## src/rtl/seq_drain.sv

```systemverilog
// Drives the sequence core through start/next for a commanded count and streams the
// returned values through a small FIFO, tagging the final value of each command.
module seq_drain #(
    parameter int unsigned DATA_W = 32,
    parameter int unsigned CNT_W  = 16,
    parameter int unsigned DEPTH  = 4
) (
    input  logic              CLK,
    input  logic              RST_N,
    input  logic              cmd_valid,
    output logic              cmd_ready,
    input  logic [CNT_W-1:0]  cmd_count,
    input  logic [DATA_W-1:0] cmd_k,
    output logic              EN_start,
    input  logic              RDY_start,
    output logic [DATA_W-1:0] next_k,
    output logic              EN_next,
    input  logic [DATA_W-1:0] next,
    input  logic              RDY_next,
    output logic              out_valid,
    input  logic              out_ready,
    output logic [DATA_W-1:0] out_data,
    output logic              out_last,
    output logic              busy
);

    localparam int unsigned PW = $clog2(DEPTH);
    localparam logic [PW:0] FullCnt = (PW+1)'(DEPTH);

    typedef enum logic [1:0] {StIdle, StStart, StRun, StDrain} state_e;

    state_e            state_q, state_d;
    logic [DATA_W-1:0] k_q, k_d;
    logic [CNT_W-1:0]  rem_q, rem_d;
    logic [PW-1:0]     wr_ptr_q, wr_ptr_d, rd_ptr_q, rd_ptr_d;
    logic [PW:0]       cnt_q, cnt_d;
    logic [DATA_W-1:0] mem_data_q [DEPTH];
    logic [DEPTH-1:0]  mem_last_q;
    logic              push, pop, full;

    assign full      = (cnt_q == FullCnt);
    assign cmd_ready = (state_q == StIdle);
    assign busy      = (state_q != StIdle);
    assign next_k    = k_q;
    assign EN_start  = (state_q == StStart) & RDY_start;
    // Never push when full, even if the head is popped this cycle.
    assign EN_next   = (state_q == StRun) & RDY_next & ~full;
    assign push      = EN_next;
    assign out_valid = (cnt_q != '0);
    assign pop       = out_valid & out_ready;
    assign out_data  = out_valid ? mem_data_q[rd_ptr_q] : '0;
    assign out_last  = out_valid & mem_last_q[rd_ptr_q];

    always_comb begin
        wr_ptr_d = push ? wr_ptr_q + 1'b1 : wr_ptr_q;
        rd_ptr_d = pop ? rd_ptr_q + 1'b1 : rd_ptr_q;
        unique case ({push, pop})
            2'b10:   cnt_d = cnt_q + 1'b1;
            2'b01:   cnt_d = cnt_q - 1'b1;
            default: cnt_d = cnt_q;
        endcase
    end

    always_comb begin
        state_d = state_q;
        k_d     = k_q;
        rem_d   = rem_q;
        unique case (state_q)
            StIdle: begin
                if (cmd_valid) begin
                    k_d   = cmd_k;
                    rem_d = cmd_count;
                    if (cmd_count != '0) state_d = StStart;
                end
            end
            StStart: begin
                if (RDY_start) state_d = StRun;
            end
            StRun: begin
                if (push) begin
                    rem_d = rem_q - 1'b1;
                    if (rem_q == CNT_W'(1)) state_d = StDrain;
                end
            end
            StDrain: begin
                // Leave as the last entry pops so cmd_ready rises the following cycle.
                if (cnt_d == '0) state_d = StIdle;
            end
            default: state_d = StIdle;
        endcase
    end

    always_ff @(posedge CLK or negedge RST_N) begin
        if (!RST_N) begin
            state_q  <= StIdle;
            k_q      <= '0;
            rem_q    <= '0;
            wr_ptr_q <= '0;
            rd_ptr_q <= '0;
            cnt_q    <= '0;
        end else begin
            state_q  <= state_d;
            k_q      <= k_d;
            rem_q    <= rem_d;
            wr_ptr_q <= wr_ptr_d;
            rd_ptr_q <= rd_ptr_d;
            cnt_q    <= cnt_d;
        end
    end

    always_ff @(posedge CLK) begin
        if (push) begin
            mem_data_q[wr_ptr_q] <= next;
            mem_last_q[wr_ptr_q] <= (rem_q == CNT_W'(1));
        end
    end

endmodule

```

## config.mk

```make
export PLATFORM = sky130hd
export DESIGN_NAME = seq_drain
export DESIGN_NICKNAME = d
export VERILOG_FILES = /design/src/rtl/seq_drain.sv
export SDC_FILE = /design/constraint.sdc
export NUM_CORES = 1
export LEC_CHECK = 0
export ABC_CLOCK_PERIOD_IN_PS = 2900
export BUFFER_PORTS_ARGS = -buffer_cell sky130_fd_sc_hd__buf_2
export CAP_MARGIN = 10
export CORE_AREA = 2 2 152 124
export DETAILED_ROUTE_END_ITERATION = 16
export DIE_AREA = 0 0 154 126
export GPL_TIMING_DRIVEN = 1
export PLACE_DENSITY = 0.67
export SLEW_MARGIN = 0
export SYNTH_ARGS = -nofsm -noshare
export SYNTH_HDL_FRONTEND = slang
export SYNTH_SLANG_ARGS = --single-unit
```

## constraint.sdc

```tcl
create_clock -name CLK -period 2.9 [get_ports CLK]
set_clock_uncertainty 0.05 [all_clocks]
set_input_delay 0.29 -clock CLK [delete_from_list [all_inputs] [get_ports CLK]]
set_output_delay 0.29 -clock CLK [all_outputs]
set_load 0.02 [all_outputs]
```

==> flow_summary_export.csv, run 1 <==
group,metric,value,unit
outcome,status,"complete, no violations",
timing,worst_pin_slew,0.930,ns
cts,cts_tree,"built",
floorplanning,fp-row-count,44,
detailed_routing,routedWlPerCell,17.6,um
detailed_routing,avgViaCountPerCell,5.22,
grt,gr-total-overflow,0,
floorplanning,die-height,126,um
floorplanning,ios,156,
synth,synth.yosys.warnings,0,
grt,grt_pass1_wl,25.6,mm
timing,hold_viol_final,0,
worst_setup_path,start_kind,"flop",
final_layout,fill_cells,1387,
synth,yosysUniqueCellTypes,58,
synth,postSynthAreaPerCell,16.5,sq um
grt,antenna_found_initial,2,
detailed_routing,drcViolationCount,0,
pwr,sw_frac_of_total,37.3,%
pwr,p_per_area,1070,nW/um^2
cts,cts_buffers,17,
synth,synth_top_cell_by_area,"edfxtp_1",
worst_setup_path,crit_required,3.17,ns
cts,clock_tree.buffer_depth,2,
worst_setup_path,rr_worst_depth,11,
final_layout,layout-area-overhead-vs-synth,22.4,%
worst_setup_path,endpoint_kind,"flop",
worst_setup_path,path_buf_inv,2,
synth,synth-seq-cells,189,
pwr,p_comb_share,41.4,%
placement,place_hpwl,10.2,mm
synth,syn_nets,582,
synth,netlist_area,7950,sq um
detailed_routing,via_count,4695,
floorplanning,die_w,154,um
floorplanning,start_util,44.4,%
synth,async_flop_share,30.2,%
timing,max_slew_margin,38.0,%
detailed_routing,drtIter0Drc,270,
synth,synth.top_cell.area_share,49.9,%
floorplanning,die-area,19400,sq um
flow_run,maxCapViolCount,0,
placement,gp_congestion,0.837,
final_layout,register_area,5390,sq um
final_layout,multi_input_area,2430,sq um
placement,portBuffers,155,
worst_setup_path,crit_chain,"nor2_4 > a21boi_4 > and2_4 > inv_1 > ha_2 > inv_1 > fa_2 > mux2i_1 > o41ai_4 > nand3_2 > mux2_1",
cts,clk_root_buffer_cell,"clkbuf_16",
worst_setup_path,cp_num_cells,11,
timing,period_needed,2.78,ns
synth,synth_area_leaders,"edfxtp_1, dfrtp_1, mux4_2",
grt,grt_pass1_vias,5002,
timing,timing.fmax,359,MHz
final_layout,final_core_util,54.4,%
worst_setup_path,timing.critical_path.mode_cell,"inv_1",
grt,grt_max_degree,49,
detailed_routing,wl,15.9,mm
worst_setup_path,crit_arrival,3.05,ns
timing,setup_viol,0,
placement,dp_cells,858,
worst_setup_path,cp_slowest_cell,"fa_2",
synth,seq_area_frac_synth,67.8,%
min_path,whs_path_depth,1,
synth,synth-edff-count,132,
placement,placed_area,9090,sq um
pwr,ir_drop,0.597,mV
synth,ys.flop_type,"edfxtp_1",
detailed_routing,dr.pass1.iters,5,
cts,clkLatencyLatePin,0.43,ns
synth,syn_inst,483,
final_layout,final_area,9730,sq um
worst_setup_path,crit_type,"reg -> reg",
pwr,power.leakage,3.75,nW
worst_setup_path,cpPeakStageDelay,0.52,ns
worst_setup_path,critical_path.top_delay_family,"adder cells",
timing,rsz0062_at_grt,"false",
cts,cts_sinks,189,
final_layout,post_route_cells_drive_above_1_share,44.2,%
grt,grt_use_total,17.2,%
worst_setup_path,cp_max_fo,5,
cts,cts.htree.levels,4,
pwr,clkPwrFrac,21.1,%
timing,fin_crit_sh,96.0,%
pwr,p_int,6.52,mW
min_path,hold_path.class,"in -> reg",
cts,clk_pin_slew,0.07,ns
timing,drv_slew,0,
pwr,pwr-share-seq,37.6,%
pwr,switching_power,3.87,mW
final_layout,final_nets,753,
final_layout,stdcell_count,899,
detailed_routing,antenna_left,0,
floorplanning,core,17900,sq um
==> layout make-up <==
cell class	instances	area share (%)
diodes	2	0.0514
clock buffers	17	4.37
clock inverters	15	1.30
inverters	19	0.733
multi-input cells	251	25.0
flip-flops and latches	189	55.4
well taps	230	2.96
repair buffers	176	10.1
==> cells in the mapped netlist, types with 4 or more instances <==
library cell,n
mux4_2,33
mux2_2,33
and3_1,5
clkbuf_1,14
a21oi_1,17
o22ai_1,4
buf_2,6
nand3_1,4
nor3_1,8
dfrtp_1,57
mux2i_1,7
inv_1,19
nor2_1,17
ha_1,12
a31oi_1,4
nand2_1,13
o21ai_0,7
and2_1,37
edfxtp_1,132
==> state kept, by name, summed over array words and instances, names as in the netlist <==
name / count
mem_data_q: 128
next_k: 32
rd_ptr_q: 2
wr_ptr_q: 2
mem_last_q: 4
state_q: 2
rem_q: 16
cnt_q: 3
==> layout by cell type (no fill, tap or decap), types with 4 or more instances in the layout <==
cell type and instances:
mux4_2 33, inv_1 18, o21ai_0 7, buf_4 16, nor3_1 8, mux2_2 33, clkbuf_16 17, nor2_1 16
buf_12 4, and2_1 35, inv_8 4, inv_6 5, a21oi_1 17, a31oi_1 4, mux2i_1 7, buf_2 155
nand2_1 13, ha_1 10, dfrtp_1 54, edfxtp_1 132, and3_2 4, o22ai_1 4
==> per-stage QoR <==
stage               TNS (ns)  setup slack [ns]  total power, mW  hold slack [ns]
floorplan                  0            0.0513             6.88          -0.0556
global route               0           0.00787             11.0          0.00614
CTS                        0           0.00919             10.4          0.00499
finish                     0             0.117             10.4           0.0162
global placement           0             0.117             8.06            0.412
detailed placement   -0.0610           -0.0610             8.19            0.415
==> repair_timing <==
| item | 4_1_cts | 5_1_grt |
|---|---|---|
| setup endpoints to repair | 1 | 2 |
| buffers inserted | 1 | 5 |
| hold buffers | 1 | 0 |
| hold endpoints to repair | 38 | 0 |
| gates resized for setup | 2 | 6 |
| pin swaps | 1 | 4 |
==> worst paths after layout <==
| kind | end | slack (ns) | start |
|---|---|---|---|
| setup / recovery | state_q[1] | 0.12 | cnt_q[0] |
| hold / removal | mem_data_q[0][17] | 0.02 | next[17] |
| setup reg to reg | state_q[1] | 0.12 | cnt_q[0] |
| hold reg to reg | next_k[16] | 0.46 | next_k[16] |
| max in group asynchronous | next_k[10] | 1.49 | RST_N |
| min in group asynchronous | next_k[1] | 0.50 | RST_N |
==> power by group through the flow <==
stage                     clock network (mW)  logic, mW  registers (mW)
after detailed placement                   0       4.25            3.94
after global placement                     0       4.15            3.91
after global routing                    2.35       4.69            3.97
final                                   2.19       4.30            3.90
after floorplan                            0       2.75            4.13
after CTS                               2.24       4.29            3.90
==> kinds of logic after synthesis <==
kind of cell    share of synthesized area, %
compound gates                          4.83
xor+xnor                               0.551
fa+ha+maj                               2.14
buf+inv                                 2.22
flops                                   67.8
mux                                     15.0
simple gates                            7.40
==> routing by layer <==
layer	wire [um]	global-route usage, %	up-vias
li1	-	-	2191
met1	6880	22.0	2340
met2	7720	28.1	144
met3	1070	5.78	20
met4	192	5.00	0
met5	0	0	-
Power figures use the tool's default switching activity.
==> run 2: changes to the inputs <==
Settings changed: CTS_BUF_LIST set to sky130_fd_sc_hd__clkbuf_4, PLACE_DENSITY 0.67 to 0.79.
==> flow_summary_export.csv, run 2 (synthesized netlist as in run 1, its figures left out) <==
group,metric,value,unit
worst_setup_path,cp_slowest_cell,"dfrtp_2",
final_layout,layout-area-overhead-vs-synth,29.2,%
cts,cts_tree,"built",
pwr,clkPwrFrac,15.3,%
pwr,sw_frac_of_total,39.0,%
final_layout,final_area,10300,sq um
pwr,p_int,6.02,mW
outcome,status,"complete, no violations",
placement,place_hpwl,10.7,mm
timing,hold_viol_final,0,
min_path,whs_path_depth,4,
final_layout,largest_register,"mem_data_q",
worst_setup_path,reg2reg_slack,0.04,ns
pwr,switching_power,3.85,mW
final_layout,final_cell_mix,"buf_2, edfxtp_1, dlygate4sd3_1",
pwr,p_per_area,961,nW/um^2
detailed_routing,dr.pass1.iters,5,
timing,timing.fmax,349,MHz
worst_setup_path,critical_path.top_delay_family,"compound AO/OA/AOI/OAI gates",
detailed_routing,drcViolationCount,0,
detailed_routing,routedWlPerCell,18.0,um
final_layout,antennaDiodeCount,0,
timing,rsz0062_at_grt,"true",
floorplanning,die_w,154,um
worst_setup_path,rr_worst_depth,12,
final_layout,final_common_cell,"buf_2",
placement,gp_congestion,0.861,
worst_setup_path,regToRegEndpoint,"state_q[1]",
floorplanning,die-height,126,um
flow_run,maxCapViolCount,0,
worst_setup_path,cp_max_fo,4,
min_path,min-delay-start,"cmd_count[5]",
timing,fin_setup_tns,0,ns
worst_setup_path,crit_chain,"nor2_4 > a21boi_4 > and2_4 > inv_2 > ha_4 > inv_2 > fa_2 > xor2_2 > o21a_1 > o41ai_4 > nand3_2 > mux2_4",
timing,drv_slew,0,
floorplanning,core,17900,sq um
pwr,power.leakage,3.98,nW
grt,antenna_found_initial,0,
final_layout,final_nets,829,
grt,grt_pass1_wl,28.1,mm
detailed_routing,wl,17.5,mm
detailed_routing,via_count,5143,
cts,clkLatencyLatePin,0.57,ns
worst_setup_path,endpoint_kind,"flop",
worst_setup_path,crit_arrival,3.28,ns
cts,clk_root_buffer_cell,"clkbuf_4",
timing,setup_viol,0,
timing,fin_crit_sh,98.7,%
final_layout,post_route_cells_drive_above_1_share,40.5,%
worst_setup_path,start_kind,"flop",
floorplanning,ios,156,
grt,gr-total-overflow,0,
cts,clk_pin_slew,0.17,ns
cts,cts_buffers,17,
worst_setup_path,r2r-start,"cnt_q[0]",
timing,worst_pin_slew,0.575,ns
min_path,hold_end,"rem_q[5]",
detailed_routing,antenna_left,0,
worst_setup_path,cpPeakStageDelay,0.48,ns
final_layout,fill_cells,1360,
timing,period_needed,2.86,ns
floorplanning,die-area,19400,sq um
grt,grt_pass1_vias,5406,
worst_setup_path,crit_required,3.31,ns
floorplanning,fp-row-count,44,
grt,grt_max_degree,52,
worst_setup_path,cp_num_cells,12,
pwr,ir_drop,0.651,mV
floorplanning,start_util,44.4,%
final_layout,largest_reg_flops,128,
worst_setup_path,timing.critical_path.mode_cell,"inv_2",
cts,clock_tree.buffer_depth,2,
timing,max_slew_margin,61.3,%
detailed_routing,drtIter0Drc,439,
cts,cts.htree.levels,4,
placement,portBuffers,155,
min_path,hold_path.class,"in -> reg",
detailed_routing,avgViaCountPerCell,5.29,
pwr,p_comb_share,45.2,%
cts,cts_sinks,189,
pwr,pwr-share-seq,39.5,%
placement,placed_area,9090,sq um
worst_setup_path,crit_type,"reg -> reg",
worst_setup_path,path_buf_inv,2,
grt,grt_use_total,18.6,%
[run 2: metal layers]
metal	wire [um]	up-vias	track usage, %
met1	7370	2567	23.2
met2	8690	220	32.0
li1	-	2340	-
met4	223	0	5.44
met5	0	-	0
met3	1230	16	4.89
[run 2: timing repair]
item                       CTS  global route
setup endpoints to repair    1             2
hold buffers                74             0
buffers inserted             0             7
gates resized for setup      2            12
pin swaps                    0            10
hold endpoints to repair   218             0
[run 2: cell type report]
type	count	area [sq um]	share of cell area [%]
Clock buffer	18	135	1.32
Inverter	19	71.3	0.694
Multi-Input combinational cell	251	2450	23.9
Timing Repair Buffer	252	1750	17.1
Sequential cell	189	5390	52.5
Clock inverter	14	176	1.72
Tap cell	230	288	2.80
[run 2: through the flow]
step	instances	total power, mW	hold slack [ns]	utilization, %	setup WS, ns
CTS	965	9.79	0.0664	56.7	0.00176
floorplan	483	6.88	-0.0556	-	0.0513
global placement	859	8.00	0.433	50.8	0.126
detailed placement	859	8.18	0.439	50.8	-0.00675
finish	973	9.87	0.130	57.4	0.0380
global route	973	10.4	0.104	57.4	-0.0659
[run 2: how the worst max path moves through the flow]
stage	endpoint	startpoint	slack, ns
3_3_place_gp	state_q[1]	cnt_q[0]	0.13
3_5_place_dp	state_q[1]	cnt_q[0]	-0.007
6_report	state_q[1]	cnt_q[0]	0.04
2_1_floorplan	state_q[1]	state_q[0]	0.05
4_1_cts	state_q[1]	cnt_q[1]	0.002
5_1_grt	state_q[1]	cnt_q[0]	-0.07
[run 2: worst reg2reg max path, delay by kind of cell, from the launching register on]
family	cells	cell delay, ns
XOR/XNOR	1	0.19
buffers and inverters	2	0.10
flip-flops	1	0.48
AO/OA/AOI/OAI	3	0.67
multiplexers	1	0.31
AND/OR/NAND/NOR	3	0.45
adder cells (fa/ha/maj)	2	0.54
[run 2: power by group through the flow]
stage	Combinational [mW]	Clock, mW	Sequential [mW]
after floorplan	2.75	0	4.13
after global placement	4.13	0	3.87
after detailed placement	4.26	0	3.92
after CTS	4.35	1.57	3.87
after global routing	4.83	1.66	3.96
final	4.46	1.51	3.89
==> run 3: changes to the inputs <==
Settings changed: CORE_AREA 2 2 152 124 to 2 2 122 154, DIE_AREA 0 0 154 126 to 0 0 124 156.
==> flow_summary_export.csv, run 3 (synthesized netlist as in run 1, its figures left out) <==
group,metric,value,unit
outcome,status,"complete, no violations",
floorplanning,die-height,156,um
pwr,p_per_area,957,nW/um^2
pwr,ir_drop,0.439,mV
grt,grt_pass1_wl,27.3,mm
worst_setup_path,crit_type,"reg -> reg",
worst_setup_path,endpoint_kind,"flop",
final_layout,final_common_cell,"buf_2",
final_layout,final_core_util,57.2,%
placement,placed_area,9100,sq um
worst_setup_path,crit_arrival,3.25,ns
timing,max_slew_margin,43.4,%
grt,grt_max_degree,49,
detailed_routing,avgViaCountPerCell,5.22,
worst_setup_path,start_kind,"flop",
timing,whs,0.0726,ns
pwr,power.leakage,3.95,nW
timing,drv_slew,0,
floorplanning,core,17900,sq um
worst_setup_path,rr_worst_depth,11,
grt,gr-total-overflow,0,
grt,grt_use_total,18.6,%
cts,clock_tree.buffer_depth,2,
min_path,hold_path.class,"in -> reg",
timing,hold_viol_final,0,
floorplanning,die-area,19300,sq um
flow_run,maxCapViolCount,0,
cts,clkLatencyLatePin,0.56,ns
detailed_routing,routedWlPerCell,17.9,um
placement,portBuffers,155,
grt,grt_pass1_vias,5419,
final_layout,layout-area-overhead-vs-synth,28.7,%
detailed_routing,via_count,5056,
final_layout,antennaDiodeCount,0,
detailed_routing,drcViolationCount,0,
timing,rsz0062_at_grt,"true",
worst_setup_path,crit_required,3.31,ns
final_layout,final_cell_mix,"buf_2, edfxtp_1, dlygate4sd3_1",
final_layout,post_route_cells_drive_above_1_share,40.5,%
timing,period_needed,2.84,ns
floorplanning,start_util,44.4,%
floorplanning,die_w,124,um
grt,antenna_found_initial,1,
worst_setup_path,cp_max_fo,4,
placement,place_hpwl,11.0,mm
detailed_routing,drtIter0Drc,350,
floorplanning,fp-row-count,55,
cts,clk_root_buffer_cell,"clkbuf_4",
detailed_routing,dr.pass1.iters,4,
cts,cts_tree,"built",
final_layout,largest_reg_flops,128,
final_layout,largest_register,"mem_data_q",
timing,worst_pin_slew,0.838,ns
cts,cts_sinks,189,
detailed_routing,antenna_left,0,
timing,fin_ws,0.0588,ns
placement,pre_cts_ws,-0.119,ns
floorplanning,ios,156,
timing,fin_crit_sh,98.0,%
timing,setup_viol,0,
final_layout,final_nets,826,
pwr,finalPower,9.79,mW
min_path,whs_path_depth,4,
final_layout,final_area,10200,sq um
detailed_routing,wl,17.3,mm
cts,cts.htree.levels,4,
cts,clk_pin_slew,0.16,ns
placement,gp_congestion,0.817,
cts,cts_buffers,17,
timing,timing.fmax,352,MHz
-- run 3: timing repair --
| item | in CTS | in global routing |
|---|---|---|
| endpoints found under the setup margin | 1 | 24 |
| buffers inserted | 3 | 3 |
| pin swaps | 2 | 9 |
| gates resized for setup | 5 | 13 |
| hold endpoints to repair | 191 | 1 |
| gates cloned | 0 | 0 |
| hold buffers | 73 | 1 |
-- run 3: critical path, cell delays in order (launching register included) --
cell and delay (ns):
dfrtp_1 0.48, ha_4 0.19, and2_4 0.16, inv_4 0.05
ha_4 0.13, inv_2 0.05, fa_2 0.39, xor2_2 0.16
o21a_1 0.22, o41ai_4 0.40, nand3_2 0.14, mux2_4 0.31
-- run 3: final cells by class --
| cell class | instances | area, sq um |
|---|---|---|
| timing repair buffer | 249 | 1730 |
| sequential | 189 | 5400 |
| inverter | 19 | 73.8 |
| clock inverter | 14 | 151 |
| clock buffer | 18 | 135 |
| multi-input combinational | 251 | 2460 |
| fill | 1393 | 7660 |
| tap | 228 | 285 |
-- run 3: per-layer routing --
layer / global-route usage (%) / vias up / part of all wire [%]
li1: - / 2324 / -
met1: 21.7 / 2515 / 41
met2: 32.7 / 200 / 51
met3: 5.63 / 15 / 6.5
met4: 5.99 / 2 / 0.97
met5: 0 / - / 0.075
-- run 3: power by group --
| group | internal, mW | switching [mW] |
|---|---|---|
| Combinational | 2.00 | 2.44 |
| Sequential | 3.50 | 0.455 |
| Clock | 0.468 | 0.932 |
-- run 3: final timing paths --
| path | slack (ns) | endpoint | startpoint |
|---|---|---|---|
| min reg2reg | 0.47 | next_k[26] | next_k[26] |
| min in group asynchronous | 0.21 | rem_q[11] | RST_N |
| max | 0.06 | state_q[1] | state_q[1] |
| max in group asynchronous | 1.72 | next_k[18] | RST_N |
| min | 0.07 | rem_q[8] | cmd_count[8] |
| max reg2reg | 0.06 | state_q[1] | state_q[1] |
-- run 3: per-stage QoR --
stage | setup TNS, ns | cells
global route | -0.0192 | 968
finish | 0 | 968
floorplan | 0 | 483
detailed placement | -0.119 | 856
CTS | 0 | 964
global placement | 0 | 856
